[config.mk]
export PLATFORM = sky130hd
export DESIGN_NAME = conv_mac_serial
export DESIGN_NICKNAME = d
export VERILOG_FILES = /design/src/rtl/conv_mac_serial.sv
export SDC_FILE = /design/constraint.sdc
export NUM_CORES = 1
export LEC_CHECK = 0
export ABC_CLOCK_PERIOD_IN_PS = 11600
export BUFFER_PORTS_ARGS = -buffer_cell sky130_fd_sc_hd__buf_4
export CAP_MARGIN = 20
export CORE_ASPECT_RATIO = 1.75
export CORE_MARGIN = 2
export CORE_UTILIZATION = 55
export DETAILED_ROUTE_END_ITERATION = 6
export HOLD_SLACK_MARGIN = 0.05
export PLACE_DENSITY = 0.74
export SLEW_MARGIN = 10
export SYNTH_ARGS = -nofsm -noshare
export SYNTH_HDL_FRONTEND = slang
export SYNTH_SLANG_ARGS = --single-unit
[constraint.sdc]
create_clock -name clk_en -period 11.6 [get_ports clk_en]
set_input_delay 1.16 -clock clk_en [delete_from_list [all_inputs] [get_ports clk_en]]
set_output_delay 1.16 -clock clk_en [all_outputs]
set_load 0.01 [all_outputs]
[src/rtl/conv_mac_serial.sv]
// Serial convolution MAC: accumulates N = KERNEL_W*KERNEL_H*CHANNELS signed
// pixel*weight products onto a latched bias, then requantises to one output pixel.
//
// state | meaning
// ------+-------------------------------------------------------------
// IDLE  | waiting for conv_en; bias latched on start
// ACCUM | accepting pixel/weight beats until N have been summed
// POST  | one cycle: shift, optional ReLU, saturate, register result
// OUT   | result held until result_ready handshake
module conv_mac_serial #(
    parameter int DATA_W   = 8,
    parameter int WEIGHT_W = 8,
    parameter int BIAS_W   = 16,
    parameter int ACC_W    = 24,
    parameter int OUT_W    = 8,
    parameter int KERNEL_W = 3,
    parameter int KERNEL_H = 3,
    parameter int CHANNELS = 1,
    parameter int SHIFT    = 0,
    parameter int RELU_EN  = 1
) (
    input  logic                       clk_en,
    input  logic                       rst,
    input  logic                       conv_en,
    input  logic signed [BIAS_W-1:0]   bias_in,
    input  logic                       in_valid,
    output logic                       in_ready,
    input  logic signed [DATA_W-1:0]   img_in,
    input  logic signed [WEIGHT_W-1:0] weight_in,
    output logic signed [OUT_W-1:0]    result,
    output logic                       result_valid,
    input  logic                       result_ready,
    output logic                       sat,
    output logic                       busy
);

    localparam int N      = KERNEL_W * KERNEL_H * CHANNELS;
    localparam int CNT_W  = $clog2(N + 1);
    localparam int PROD_W = DATA_W + WEIGHT_W;

    localparam logic signed [ACC_W-1:0] OUT_MAX = {{(ACC_W-OUT_W+1){1'b0}}, {(OUT_W-1){1'b1}}};
    localparam logic signed [ACC_W-1:0] OUT_MIN = {{(ACC_W-OUT_W+1){1'b1}}, {(OUT_W-1){1'b0}}};

    typedef enum logic [1:0] {IDLE, ACCUM, POST, OUT} state_t;

    state_t                   state;
    logic signed [ACC_W-1:0]  acc;
    logic [CNT_W-1:0]         count;

    logic signed [PROD_W-1:0] prod;
    logic signed [ACC_W-1:0]  prod_ext;
    logic signed [ACC_W-1:0]  bias_ext;
    logic signed [ACC_W-1:0]  shifted;
    logic signed [ACC_W-1:0]  activ;
    logic signed [OUT_W-1:0]  clamped;
    logic                     clamp_hit;

    // Casts keep the operands signed so the full-width product is sign-correct.
    assign prod     = PROD_W'(img_in) * PROD_W'(weight_in);
    assign prod_ext = ACC_W'(prod);
    assign bias_ext = ACC_W'(bias_in);
    assign shifted  = acc >>> SHIFT;

    always_comb begin
        activ     = shifted;
        clamped   = shifted[OUT_W-1:0];
        clamp_hit = 1'b0;
        if (RELU_EN != 0 && shifted[ACC_W-1]) begin
            activ = '0;
        end
        clamped = activ[OUT_W-1:0];
        if (activ > OUT_MAX) begin
            clamped   = OUT_MAX[OUT_W-1:0];
            clamp_hit = 1'b1;
        end else if (activ < OUT_MIN) begin
            clamped   = OUT_MIN[OUT_W-1:0];
            clamp_hit = 1'b1;
        end
    end

    always_ff @(posedge clk_en) begin
        if (rst) begin
            state        <= IDLE;
            acc          <= '0;
            count        <= '0;
            result       <= '0;
            sat          <= 1'b0;
            result_valid <= 1'b0;
            in_ready     <= 1'b0;
            busy         <= 1'b0;
        end else begin
            case (state)
                IDLE: begin
                    if (conv_en) begin
                        acc      <= bias_ext;
                        count    <= '0;
                        in_ready <= 1'b1;
                        busy     <= 1'b1;
                        state    <= ACCUM;
                    end
                end
                ACCUM: begin
                    if (in_valid && in_ready) begin
                        acc   <= acc + prod_ext;
                        count <= count + CNT_W'(1);
                        if (count == CNT_W'(N - 1)) begin
                            in_ready <= 1'b0;
                            state    <= POST;
                        end
                    end
                end
                POST: begin
                    result       <= clamped;
                    sat          <= clamp_hit;
                    result_valid <= 1'b1;
                    state        <= OUT;
                end
                OUT: begin
                    // conv_en is deliberately ignored here, even on the handshake cycle.
                    if (result_ready) begin
                        result_valid <= 1'b0;
                        busy         <= 1'b0;
                        state        <= IDLE;
                    end
                end
                default: begin
                    state <= IDLE;
                end
            endcase
        end
    end

endmodule
### Word level (Yosys, flattened, before mapping)

Cells that the tools add are included.

| cells by class | value |
|---|---|
| reduce and logical (&&, ||, !) cells | 10 |
| $mul | 1 |
| multiplexer cells | 23 |
| equal/unequal tests | 8 |
| add/sub/neg operators | 2 |
| order comparisons | 2 |

Operators by type and width:

| kind | number |
|---|---|
| $mux W24 | 2 |
| $pmux W24 S2 | 1 |
| $add A24 B16 Y24 | 1 |
| $lt A24 B8 Y1 const B | 1 |
| $gt A23 B7 Y1 const B | 1 |
| $mux W23 | 1 |
| $mul A8 B8 Y16 | 1 |
| $mux W8 | 2 |
| $mux W2 | 4 |
| $mux W4 | 2 |
| $ne A2 B2 Y1 const B | 4 |
| $pmux W2 S4 | 1 |
| $pmux W4 S2 | 1 |
| $reduce_and A4 Y1 | 2 |
| $mux W1 | 6 |
| $pmux W1 S2 | 3 |
| $reduce_and A3 Y1 | 2 |
| $reduce_bool A2 Y1 | 3 |
| $add A4 B1 Y4 const B | 1 |
| $eq A2 B2 Y1 const B | 2 |
| $eq A4 B4 Y1 const B | 1 |
| $eq A2 B1 Y1 const B | 1 |
| $logic_not A2 Y1 | 1 |
| $reduce_and A2 Y1 | 1 |
| $logic_and A1 B1 Y1 | 1 |

| storage, ports and cells | value |
|---|---|
| word-level logic and storage cells | 54 |
| bits in registers | 42 |
| input port bits | 37 |
| output and inout bits | 12 |

### Logic depth before layout (Yosys ltp)

Gate-level depths: netlist of the first run.

| depth | value |
|---|---|
| depth after elaboration | 4 |
| mapped depth | 19 |
| depth with buffers taken out | 18 |

### Worst setup path before layout of the first run

No wires, ideal clock.

| path | value |
|---|---|
| kind | input to register |
| start point | in weight_in[1] |
| end point | reg acc[20] |
| setup time | 130 ps |
| slack | 5497 ps |
| buffers on the path | 1 |
| arrival | 5973 ps |
| data required time | 11470 ps |
| stages on the path | 17 |
| path through | clkbuf_1 -> and2_1 -> fa_1 -> inv_1 -> fa_1 -> fa_1 -> inv_1 -> fa_1 -> ha_1 -> ha_1 -> a21o_1 -> a21o_1 -> a221oi_2 -> o31ai_2 -> a21oi_1 -> xor2_1 -> o22ai_1 |

| between the ends | value |
|---|---|
| longest elaborated chain between the ends | 4 |

Ends and longest elaborated chain:

| item | line | RTL |
|---|---|---|
| start, declared | 29 | `input logic signed [WEIGHT_W-1:0] weight_in,` |
| $mul A8 B8 Y16 | 59 | `assign prod = PROD_W'(img_in) * PROD_W'(weight_in);` |
| $add A24 B16 Y24 | 104 | `acc <= acc + prod_ext;` |
| $mux W24 | 103 | `if (in_valid && in_ready) begin` |
| $pmux W24 S2 | 92 | `case (state)` |
| end signal, assigned | 95 | `acc <= bias_ext;` |
| end signal, assigned | 104 |  |
| end, declared | 47 | `logic signed [ACC_W-1:0] acc;` |

Every way passes these cells. The select of a mux whose other input is x is not followed.
A chain may end at the register's enable or synchronous reset.

### Final worst setup path of the first run

| path | value |
|---|---|
| start point | in weight_in[0] |
| end point | reg acc[14] |

Same word-level chain as after synthesis.

==> flow_summary.yaml, run 1 <==
timing:
  post-route-period-util_pct: 54.38
  timing_hold_violations_final: 0
  finalWorstPathRequiredPeriod_ps: 6308
  fin_worst_hold_slack_ps: 477.1
  setup_viol: 0
  slew_headroom_pct: 37.48
  max_freq_ghz: 0.1585
  rsz_0062_raised_after_global_routing: "no"
  clk_skew_ps: 6.692
  timing.final.ws_setup_ps: 5292
  worstMarginPinSlew_ps: 937.8
  slew_viol_final: 0
  setup_tns_ps: 0
floorplanning:
  die_height_um: 143.8
  num_rows: 51
  io_pins: 49
  floorplan.die_area_sq_um: 12060
  floorplan.initialDensity_pct: 55.94
  core-area_sq_um: 10980
  die_x_um: 83.87
synthesis:
  ys_warn_count: 0
  postSynth.topFlopCell: "sky130_fd_sc_hd__dfxtp_1"
  yosysSeqAreaShare_pct: 13.69
  synth_area_per_cell_sq_um: 9.373
  synth-seq-cells: 42
  post_synth_num_cell_types: 52
  synth_edf_count: 0
  async_flop_share_pct: 0
  syn_inst: 655
  netlist_area_pre_place_sq_um: 6140
  synthesis.nets: 857
route:
  route.vias.total: 4654
  route.final.wire_length_mm: 13.58
  dr_vias_cell: 5.607
  drt_drc_violations_left: 0
  initialDrtViolationCount: 156
  drt-wirelength-per-cell_um: 16.36
  drt.antenna.violating_nets: 0
  dr.pass1.iters: 5
outcome:
  run_status: "complete, no violations"
setup_path:
  critPathBufInv: 3
  reg2regPathDepth: 18
  worst-setup-path-type: "in -> reg"
  cp.required_ps: 11780
  cp_arrival_ps: 6490
  worstPathCellList: "buf_4 -> and2_1 -> inv_1 -> fa_1 -> inv_1 -> fa_1 -> fa_1 -> fa_1 -> fa_1 -> ha_1 -> o21ai_0 -> o21bai_1 -> a21oi_1 -> o21ai_0 -> a21oi_1 -> xor2_1 -> a311oi_1"
  worst-path-stages: 17
  crit_path_max_fanout: 17
  timing.critical_path.from_type: "input pin"
  critical-path-slowest-cell: "sky130_fd_sc_hd__and2_1"
  timing.critical_path.mode_cell: "sky130_fd_sc_hd__fa_1"
  critPathTopFamily: "adder cells"
  setup.worst_path.end_class: "flip-flop"
  slowest_stage_delay_cp_ps: 750
placement:
  pre_cts_slack_ps: 5003
  post-dp-hpwl_mm: 11.61
  buffer_ports.inserted: 48
  gpl.final_weighted_congestion: 0.9346
clocking:
  cts.clk_slew.worst_paths_ps: 60
  cts_sinks: 42
  clkLatencyLatePin_ps: 280
  clk_root_buffer_cell: "sky130_fd_sc_hd__clkbuf_16"
  cts_inserted_buffers: 5
  cts_hold_buf: 0
  post_cts.resized_instances: 0
  clockBufferDepth: 2
  post-cts-setup-buffer-count: 0
  cts_tree: "built"
  cts_htree_levels: 2
finish:
  insertedDiodeCount: 0
  num-nets-final: 899
  area.growth.synth_to_final_pct: 10.25
  mostFrequentLayoutCell: "sky130_fd_sc_hd__fa_1"
  post_route_cells_drive_above_1_share_pct: 9.742
  layout_common_cells: "104 x sky130_fd_sc_hd__fa_1, 100 x sky130_fd_sc_hd__inv_1, 62 x sky130_fd_sc_hd__nor2_1, 61 x sky130_fd_sc_hd__ha_1, 50 x sky130_fd_sc_hd__buf_4"
global_route:
  grt_pass1_vias: 5122
  groute.usage.overall_pct: 24.25
  number_of_antenna_violations_at_the_first_check_in_global_routing: 0
  grt_pass1_wl_mm: 23.56
  grt_max_degree: 42
  overflow: 0
flow_run:
  maxCapViolations: 0
worst_hold_path:
  hold_path_depth: 1
  hold_path_class: "reg -> reg"
sequential cells by signal, summed over array words and instances, names as in the netlist:
signal / flops
acc: 24
result: 8
count: 4
state: 2
busy: 1
in_ready: 1
result_valid: 1
sat: 1
final timing paths:
path / slack [ps] / startpoint / endpoint
setup / recovery: 5290 / weight_in[0] / acc[14]
hold / removal: 480 / result[7] / result[7]
setup reg to reg: 6600 / acc[4] / acc[14]
hold reg to reg: 480 / result[7] / result[7]
worst register-to-register path: stages (launching register included):
cell and delay (ps):
sky130_fd_sc_hd__dfxtp_1 370, sky130_fd_sc_hd__inv_1 80, sky130_fd_sc_hd__fa_1 530, sky130_fd_sc_hd__inv_1 50, sky130_fd_sc_hd__fa_1 450, sky130_fd_sc_hd__ha_1 280
sky130_fd_sc_hd__inv_1 50, sky130_fd_sc_hd__fa_1 550, sky130_fd_sc_hd__inv_1 50, sky130_fd_sc_hd__ha_1 280, sky130_fd_sc_hd__ha_1 220, sky130_fd_sc_hd__fa_1 430
sky130_fd_sc_hd__a211oi_1 320, sky130_fd_sc_hd__o21bai_1 120, sky130_fd_sc_hd__a21oi_1 420, sky130_fd_sc_hd__o21ai_0 140, sky130_fd_sc_hd__a21oi_1 200, sky130_fd_sc_hd__xor2_1 90
sky130_fd_sc_hd__a311oi_1 280
per-stage QoR:
step / cell area [sq um] / util [%] / cells
after CTS: 6754 / 61.54 / 829
after floorplan: 6140 / - / 655
final: 6769 / 61.67 / 830
after detailed placement: 6608 / 60.20 / 821
after global placement: 6608 / 60.20 / 821
after global routing: 6769 / 61.67 / 830
per-layer routing:
| layer | global-route usage, % | share of wire [%] |
|---|---|---|
| met1 | 26.94 | 36 |
| met2 | 45.85 | 56 |
| met3 | 2.412 | 2.3 |
| met4 | 11.63 | 4.9 |
| met5 | 0 | 0 |
logic make-up after synthesis:
family	count (synthesis)	synth area share [%]
xor+xnor	25	3.566
simple gates	182	14.41
fa+ha+maj	165	46.34
flops	42	13.69
mux	22	3.587
compound gates	102	11.05
buf+inv	117	7.357
Yosys cell counts, types with 2 or more instances:
| cell | instances | area, sq um |
|---|---|---|
| sky130_fd_sc_hd__xnor2_1 | 16 | 140.1 |
| sky130_fd_sc_hd__or3_1 | 2 | 12.51 |
| sky130_fd_sc_hd__a21oi_2 | 2 | 17.52 |
| sky130_fd_sc_hd__nor2b_1 | 4 | 25.02 |
| sky130_fd_sc_hd__ha_1 | 61 | 763.2 |
| sky130_fd_sc_hd__o21ai_2 | 2 | 17.52 |
| sky130_fd_sc_hd__dfxtp_1 | 42 | 840.8 |
| sky130_fd_sc_hd__nand4_1 | 4 | 25.02 |
| sky130_fd_sc_hd__inv_1 | 100 | 375.4 |
| sky130_fd_sc_hd__and2_1 | 35 | 219.0 |
| sky130_fd_sc_hd__nor4_1 | 5 | 31.28 |
| sky130_fd_sc_hd__mux2i_1 | 22 | 220.2 |
| sky130_fd_sc_hd__o22ai_1 | 5 | 31.28 |
| sky130_fd_sc_hd__clkbuf_1 | 10 | 37.54 |
| sky130_fd_sc_hd__nand3b_1 | 2 | 15.01 |
| sky130_fd_sc_hd__nor2_1 | 62 | 232.7 |
| sky130_fd_sc_hd__buf_2 | 4 | 20.02 |
| sky130_fd_sc_hd__a21oi_1 | 31 | 155.2 |
| sky130_fd_sc_hd__a31oi_1 | 3 | 18.77 |
| sky130_fd_sc_hd__nor3_1 | 6 | 30.03 |
| sky130_fd_sc_hd__a311oi_1 | 2 | 17.52 |
| sky130_fd_sc_hd__and3_1 | 3 | 18.77 |
| sky130_fd_sc_hd__nand3_1 | 4 | 20.02 |
| sky130_fd_sc_hd__fa_1 | 104 | 2082 |
| sky130_fd_sc_hd__nand2b_1 | 9 | 56.30 |
| sky130_fd_sc_hd__nand2_1 | 41 | 153.9 |
| sky130_fd_sc_hd__o21bai_1 | 2 | 15.01 |
| sky130_fd_sc_hd__o21ai_0 | 16 | 80.08 |
| sky130_fd_sc_hd__xor2_1 | 9 | 78.83 |
| sky130_fd_sc_hd__a211oi_1 | 14 | 105.1 |
| sky130_fd_sc_hd__a21o_1 | 9 | 67.56 |
| sky130_fd_sc_hd__o21a_1 | 2 | 15.01 |
| sky130_fd_sc_hd__o211ai_1 | 3 | 22.52 |
area by class of cell:
class | instances | area (sq um)
clock inverter | 3 | 21.27
clock buffer | 5 | 125.1
inverter | 101 | 379.1
tap | 132 | 165.2
sequential | 42 | 840.8
timing repair buffer | 51 | 390.4
fill | 932 | 4207
multi-input combinational | 496 | 4847
Power of run 1 is left out: the tool's default activity adds up to more than one toggle a clock period on the data nets, which glitch-free logic cannot reach.
==> run 2, diff against run 1 <==
--- a/config.mk
+++ b/config.mk
@@ -5,7 +5,7 @@
 export SDC_FILE = /design/constraint.sdc
 export NUM_CORES = 1
 export LEC_CHECK = 0
-export ABC_CLOCK_PERIOD_IN_PS = 11600
+export ABC_CLOCK_PERIOD_IN_PS = 6300
 export BUFFER_PORTS_ARGS = -buffer_cell sky130_fd_sc_hd__buf_4
 export CAP_MARGIN = 20
 export CORE_ASPECT_RATIO = 1.75
==> constraint.sdc (replaced) <==
create_clock -name clk_en -period 6.3 [get_ports clk_en]
set_input_delay 0.63 -clock clk_en [delete_from_list [all_inputs] [get_ports clk_en]]
set_output_delay 0.63 -clock clk_en [all_outputs]
set_load 0.01 [all_outputs]
==> run 2 against run 1 <==
Die area is the same. Clock skew is 2.4 ps lower. First-iteration DRC count is 0.64% higher. Via count shrank 0.45%. Core utilization up 0.36 points. Clock-buffer cell count is 3 higher. Final area rose by 0.59%. Final cell count up 0.12%. Largest cell class unchanged. Highest routed layer unchanged.
==> flow_summary.yaml, run 2 (synthesized netlist as in run 1, its figures left out) <==
finish:
  area.sequential_sq_um: 840.8
  area.growth.synth_to_final_pct: 10.90
  multi_input_comb_area_sq_um: 4847
  largest_register_ffs: 24
  filler_cell_count: 933
  layout_common_cells: "104 x sky130_fd_sc_hd__fa_1, 100 x sky130_fd_sc_hd__inv_1, 62 x sky130_fd_sc_hd__nor2_1, 61 x sky130_fd_sc_hd__ha_1, 51 x sky130_fd_sc_hd__buf_4"
  final_cells: 831
  mostFrequentLayoutCell: "sky130_fd_sc_hd__fa_1"
  final_cell_area_sq_um: 6809
  post_route_cells_drive_above_1_share_pct: 9.871
  reg_top3: "acc: 24 flops, result: 8 flops, count: 4 flops"
  largest_register: "acc"
  num-nets-final: 900
  insertedDiodeCount: 0
route:
  drt.antenna.violating_nets: 0
  dr_vias_cell: 5.575
  route.vias.total: 4633
  initialDrtViolationCount: 157
  dr.pass1.iters: 4
  drt_drc_violations_left: 0
  route.final.wire_length_mm: 13.67
  drt-wirelength-per-cell_um: 16.45
timing:
  rsz_0062_raised_after_global_routing: "no"
  clk_skew_ps: 4.309
  fin_worst_hold_slack_ps: 477.4
  finalWorstPathRequiredPeriod_ps: 5505
  max_freq_ghz: 0.1817
  timing_hold_violations_final: 0
  setup_viol: 0
  setup_tns_ps: 0
  slew_headroom_pct: 50.27
  post-route-period-util_pct: 87.38
  worstMarginPinSlew_ps: 746.0
  slew_viol_final: 0
placement:
  place_inst: 822
  buffer_ports.inserted: 48
  gpl.final_weighted_congestion: 0.9354
  dpl-instance-area_sq_um: 6615
  post-dp-hpwl_mm: 11.55
floorplanning:
  floorplan.die_area_sq_um: 12060
  die_height_um: 143.8
  die_x_um: 83.87
  io_pins: 49
  num_rows: 51
  floorplan.initialDensity_pct: 55.94
  core-area_sq_um: 10980
global_route:
  grt_pass1_vias: 5126
  grt_max_degree: 42
  grt_pass1_wl_mm: 24.08
  number_of_antenna_violations_at_the_first_check_in_global_routing: 0
  overflow: 0
  groute.usage.overall_pct: 24.73
clocking:
  cts_sinks: 42
  post_cts.resized_instances: 0
  cts_inserted_buffers: 5
  cts_hold_buf: 0
  post-cts-setup-buffer-count: 0
  clockBufferDepth: 2
  cts.clk_slew.worst_paths_ps: 60
  clkLatencyLatePin_ps: 280
  clk_root_buffer_cell: "sky130_fd_sc_hd__clkbuf_16"
  cts_htree_levels: 2
  cts_tree: "built"
worst_hold_path:
  hold_path_class: "reg -> reg"
setup_path:
  setup.worst_path.end_class: "flip-flop"
  worst-setup-path-type: "in -> reg"
  cp.required_ps: 6450
  crit_path_max_fanout: 8
  cp_arrival_ps: 5660
  timing.critical_path.from_type: "input pin"
flow_run:
  maxCapViolations: 0
outcome:
  run_status: "complete, no violations"
run 2: per-layer routing:
metal	wire length (um)	part of all wire (%)	global-route usage, %	vias to the layer above
li1	-	-	-	2202
met1	5147	38	28.44	2302
met2	7773	57	47.92	103
met3	377	2.8	1.953	26
met4	373	2.7	8.065	0
met5	0	0	0	-
run 2: worst max-delay path: stages:
cell,delay (ps)
sky130_fd_sc_hd__buf_4,140
sky130_fd_sc_hd__nand2_1,160
sky130_fd_sc_hd__inv_1,80
sky130_fd_sc_hd__fa_1,560
sky130_fd_sc_hd__inv_1,160
sky130_fd_sc_hd__fa_1,640
sky130_fd_sc_hd__inv_1,260
sky130_fd_sc_hd__fa_1,560
sky130_fd_sc_hd__fa_1,490
sky130_fd_sc_hd__ha_1,300
sky130_fd_sc_hd__ha_1,390
sky130_fd_sc_hd__and3_1,230
sky130_fd_sc_hd__and2_1,170
sky130_fd_sc_hd__a221oi_2,270
sky130_fd_sc_hd__o31ai_2,150
sky130_fd_sc_hd__a21oi_1,190
sky130_fd_sc_hd__xor2_1,190
sky130_fd_sc_hd__o22ai_1,90
run 2: worst paths after layout:
path                              startpoint        end  slack [ps]  depth (start not counted)
worst max-delay path            weight_in[2]    acc[20]         790                         18
worst max register to register        acc[4]    acc[14]        1260                         18
worst min register to register     result[7]  result[7]         480                          1
worst min-delay path               result[7]  result[7]         480                          1
run 2: layout make-up:
cell class                      count  area share (%)
Sequential cell                    42           12.35
Clock buffer                        8           2.444
Timing Repair Buffer               52           6.027
Tap cell                          132           2.426
Inverter                          101           5.568
Multi-Input combinational cell    496           71.19
run 2: through the flow:
step | setup WS [ps] | util [%]
2_1_floorplan | 726.5 | -
6_report | 795.0 | 62.04
4_1_cts | 785.1 | 61.79
3_5_place_dp | 492.1 | 60.27
5_1_grt | 462.1 | 62.04
3_3_place_gp | 619.8 | 60.27
Power of run 2 is left out for the same reason.
==> run 3, diff against run 2 <==
--- a/config.mk
+++ b/config.mk
@@ -5,12 +5,14 @@
 export SDC_FILE = /design/constraint.sdc
 export NUM_CORES = 1
 export LEC_CHECK = 0
+export ABC_AREA = 1
 export ABC_CLOCK_PERIOD_IN_PS = 6300
 export BUFFER_PORTS_ARGS = -buffer_cell sky130_fd_sc_hd__buf_4
 export CAP_MARGIN = 20
 export CORE_ASPECT_RATIO = 1.75
 export CORE_MARGIN = 2
 export CORE_UTILIZATION = 55
+export CTS_CLUSTER_SIZE = 28
 export DETAILED_ROUTE_END_ITERATION = 6
 export HOLD_SLACK_MARGIN = 0.05
 export PLACE_DENSITY = 0.74
==> run 3 against run 2 <==
Register-to-register slack better by 600 ps. Critical path depth did not move. Hold slack lost 34 ps. Critical path type unchanged. Non-clock buffer count fell by 4. Clock-buffer cell count down 2. Clock skew rose by 1.6 ps. Setup slack improved by 290 ps. First-iteration DRC count is 32% higher. Synthesized cell count grew 29%. Area after synthesis is 6.9% higher. Sequential cell count is the same.
==> flow_summary.yaml, run 3 <==
timing:
  slew_headroom_pct: 29.40
  slew_viol_final: 0
  setup_tns_ps: 0
  worstMarginPinSlew_ps: 1059
  rsz_0062_raised_after_global_routing: "no"
  setup_viol: 0
  post-route-period-util_pct: 82.78
  finalWorstPathRequiredPeriod_ps: 5215
  clk_skew_ps: 5.916
  timing_hold_violations_final: 0
  max_freq_ghz: 0.1917
route:
  met3_wirelength_um: 292
  initialDrtViolationCount: 208
  drt_drc_violations_left: 0
  route.final.wire_length_mm: 15.64
  met2_length_mm: 8.858
  drt.antenna.violating_nets: 0
  dr_vias_cell: 5.357
  top_signal_layer_used: "met4"
  route.vias.total: 5411
  detailed_routing_wirelength_on_met1_mm: 5.605
  dr.pass1.iters: 5
  drt-wirelength-per-cell_um: 15.48
setup_path:
  worst-setup-path-type: "in -> reg"
  timing.critical_path.mode_cell: "sky130_fd_sc_hd__fa_1"
  cp_arrival_ps: 5430
  slowest_stage_delay_cp_ps: 640
  crit_path_max_fanout: 8
  critPathBufInv: 4
  worstPathCellList: "buf_4 -> nand2_1 -> inv_1 -> fa_1 -> inv_1 -> fa_1 -> inv_1 -> fa_1 -> fa_1 -> ha_1 -> ha_1 -> a21oi_1 -> o21ai_0 -> a21oi_1 -> nand2_1 -> nand2_1 -> nand3_1 -> a21oi_1"
  cp.required_ps: 6510
  ff2ff_setup_slack_ps: 1860
  timing.critical_path.from_type: "input pin"
  setup.worst_path.end_class: "flip-flop"
  critical-path-slowest-cell: "sky130_fd_sc_hd__fa_1"
  critPathTopFamily: "adder cells"
clocking:
  post_cts.resized_instances: 0
  cts_tree: "built"
  cts_sinks: 42
  post-cts-setup-buffer-count: 0
  clk_root_buffer_cell: "sky130_fd_sc_hd__clkbuf_16"
  cts_hold_buf: 0
  clockBufferDepth: 2
  cts_inserted_buffers: 5
  cts_htree_levels: 2
  clkLatencyLatePin_ps: 280
  cts.clk_slew.worst_paths_ps: 60
finish:
  area.growth.synth_to_final_pct: 8.155
  layout.core_utilization_pct: 61.32
  num-nets-final: 1076
  final_cell_area_sq_um: 7102
  layout_common_cells: "201 x sky130_fd_sc_hd__nand2_1, 178 x sky130_fd_sc_hd__inv_1, 104 x sky130_fd_sc_hd__fa_1, 61 x sky130_fd_sc_hd__ha_1, 49 x sky130_fd_sc_hd__a21oi_1"
  post_route_cells_drive_above_1_share_pct: 8.800
  largest_register_ffs: 24
  insertedDiodeCount: 0
  reg_top3: "acc: 24 flops, result: 8 flops, count: 4 flops"
  mostFrequentLayoutCell: "sky130_fd_sc_hd__nand2_1"
  filler_cell_count: 1094
  final_cells: 1010
  largest_register: "acc"
synthesis:
  synthMostInstantiatedCell: "sky130_fd_sc_hd__nand2_1"
  yosysSeqAreaShare_pct: 12.80
  async_flop_share_pct: 0
  netlist_area_pre_place_sq_um: 6566
  ys_warn_count: 0
  synth_edf_count: 0
  post_synth_num_cell_types: 39
  top_cells_by_area_synth: "sky130_fd_sc_hd__fa_1 32%, sky130_fd_sc_hd__dfxtp_1 13%, sky130_fd_sc_hd__ha_1 12%, sky130_fd_sc_hd__nand2_1 11%, sky130_fd_sc_hd__inv_1 10%"
  postSynth.topFlopCell: "sky130_fd_sc_hd__dfxtp_1"
  syn_inst: 848
  yosys.area.top_type_share_pct: 31.71
  synth_largest_area_cell: "sky130_fd_sc_hd__fa_1"
  synthTopCellsByCount: "201 x sky130_fd_sc_hd__nand2_1, 178 x sky130_fd_sc_hd__inv_1, 104 x sky130_fd_sc_hd__fa_1, 61 x sky130_fd_sc_hd__ha_1, 49 x sky130_fd_sc_hd__a21oi_1"
  synth_area_per_cell_sq_um: 7.743
  synth-seq-cells: 42
  synthesis.nets: 1050
placement:
  place_inst: 1002
  post-dp-hpwl_mm: 13.32
  gpl.final_weighted_congestion: 0.9194
  buffer_ports.inserted: 48
  dpl-instance-area_sq_um: 6935
floorplanning:
  io_pins: 49
  floorplan.initialDensity_pct: 56.70
  num_rows: 52
  die_x_um: 86.60
  die_height_um: 148.5
  core-area_sq_um: 11580
  floorplan.die_area_sq_um: 12860
flow_run:
  maxCapViolations: 0
global_route:
  grt_max_degree: 35
  groute.usage.overall_pct: 26.10
  grt_pass1_vias: 5791
  number_of_antenna_violations_at_the_first_check_in_global_routing: 0
  overflow: 0
  grt_pass1_wl_mm: 26.46
outcome:
  run_status: "complete, no violations"
worst_hold_path:
  hold_path_class: "reg -> reg"
-- run 3: changes by cell type after synthesis, sizes merged, moves of 10 or more --
| cell | delta |
|---|---|
| a21oi | +19 |
| a211oi | -11 |
| inv | +80 |
| clkbuf | +10 |
| nor2 | -19 |
| mux2i | -22 |
| and2 | -34 |
| nand2 | +164 |
| xnor2 | -11 |
| nand3 | +31 |
| o21ai | +19 |
-- run 3: path summary, 6_finish.rpt --
path | endpoint | cells after the start | start
worst max-delay path | acc[20] | 18 | weight_in[2]
worst min register to register | result[7] | 2 | result[7]
worst max register to register | acc[14] | 20 | acc[4]
worst min-delay path | result[7] | 2 | result[7]
-- run 3: stage by stage --
stage	hold WS [ps]	setup WS (ps)
2_1_floorplan	441.9	1255
3_3_place_gp	428.3	767.0
3_5_place_dp	436.3	766.3
4_1_cts	445.7	1055
5_1_grt	473.6	779.7
6_report	443.1	1085
-- run 3: cells by family (layout without fill, tap and decap cells) --
family / count (synthesis) / after routing / synth area share (%)
XOR/XNOR: 13 / 13 / 1.734
adder cells (fa/ha/maj): 165 / 165 / 43.33
flip-flops: 42 / 42 / 12.80
buffers and inverters: 211 / 238 / 12.86
AO/OA/AOI/OAI: 107 / 107 / 8.899
AND/OR/NAND/NOR: 310 / 310 / 20.37
-- run 3: cell type report --
type	instances	area, sq um	share of cell area [%]
Multi-Input combinational cell	595	4881	68.73
Sequential cell	42	840.8	11.84
Inverter	182	684.4	9.637
Timing Repair Buffer	48	360.3	5.074
Tap cell	135	168.9	2.378
Clock buffer	6	128.9	1.815
Clock inverter	2	37.54	0.5285
-- run 3: worst reg2reg max path, stage by stage (launching register included) --
cell	delay [ps]
sky130_fd_sc_hd__dfxtp_1	320
sky130_fd_sc_hd__inv_1	90
sky130_fd_sc_hd__fa_1	530
sky130_fd_sc_hd__inv_1	50
sky130_fd_sc_hd__fa_1	450
sky130_fd_sc_hd__ha_1	300
sky130_fd_sc_hd__inv_1	50
sky130_fd_sc_hd__fa_1	530
sky130_fd_sc_hd__inv_1	50
sky130_fd_sc_hd__ha_1	280
sky130_fd_sc_hd__ha_1	280
sky130_fd_sc_hd__fa_1	460
sky130_fd_sc_hd__nand3_1	130
sky130_fd_sc_hd__nand3_2	110
sky130_fd_sc_hd__nand2_1	80
sky130_fd_sc_hd__nand2_1	80
sky130_fd_sc_hd__nand2_1	80
sky130_fd_sc_hd__nand2_1	70
sky130_fd_sc_hd__or2_1	220
sky130_fd_sc_hd__nand3_1	100
sky130_fd_sc_hd__a21oi_1	90
-- run 3: layer usage --
layer | global-route usage [%] | up-vias
met5 | 0 | -
met4 | 13.05 | 0
met3 | 1.443 | 45
met2 | 50.46 | 100
met1 | 27.58 | 2624
li1 | - | 2642
Power of run 3 is left out for the same reason.
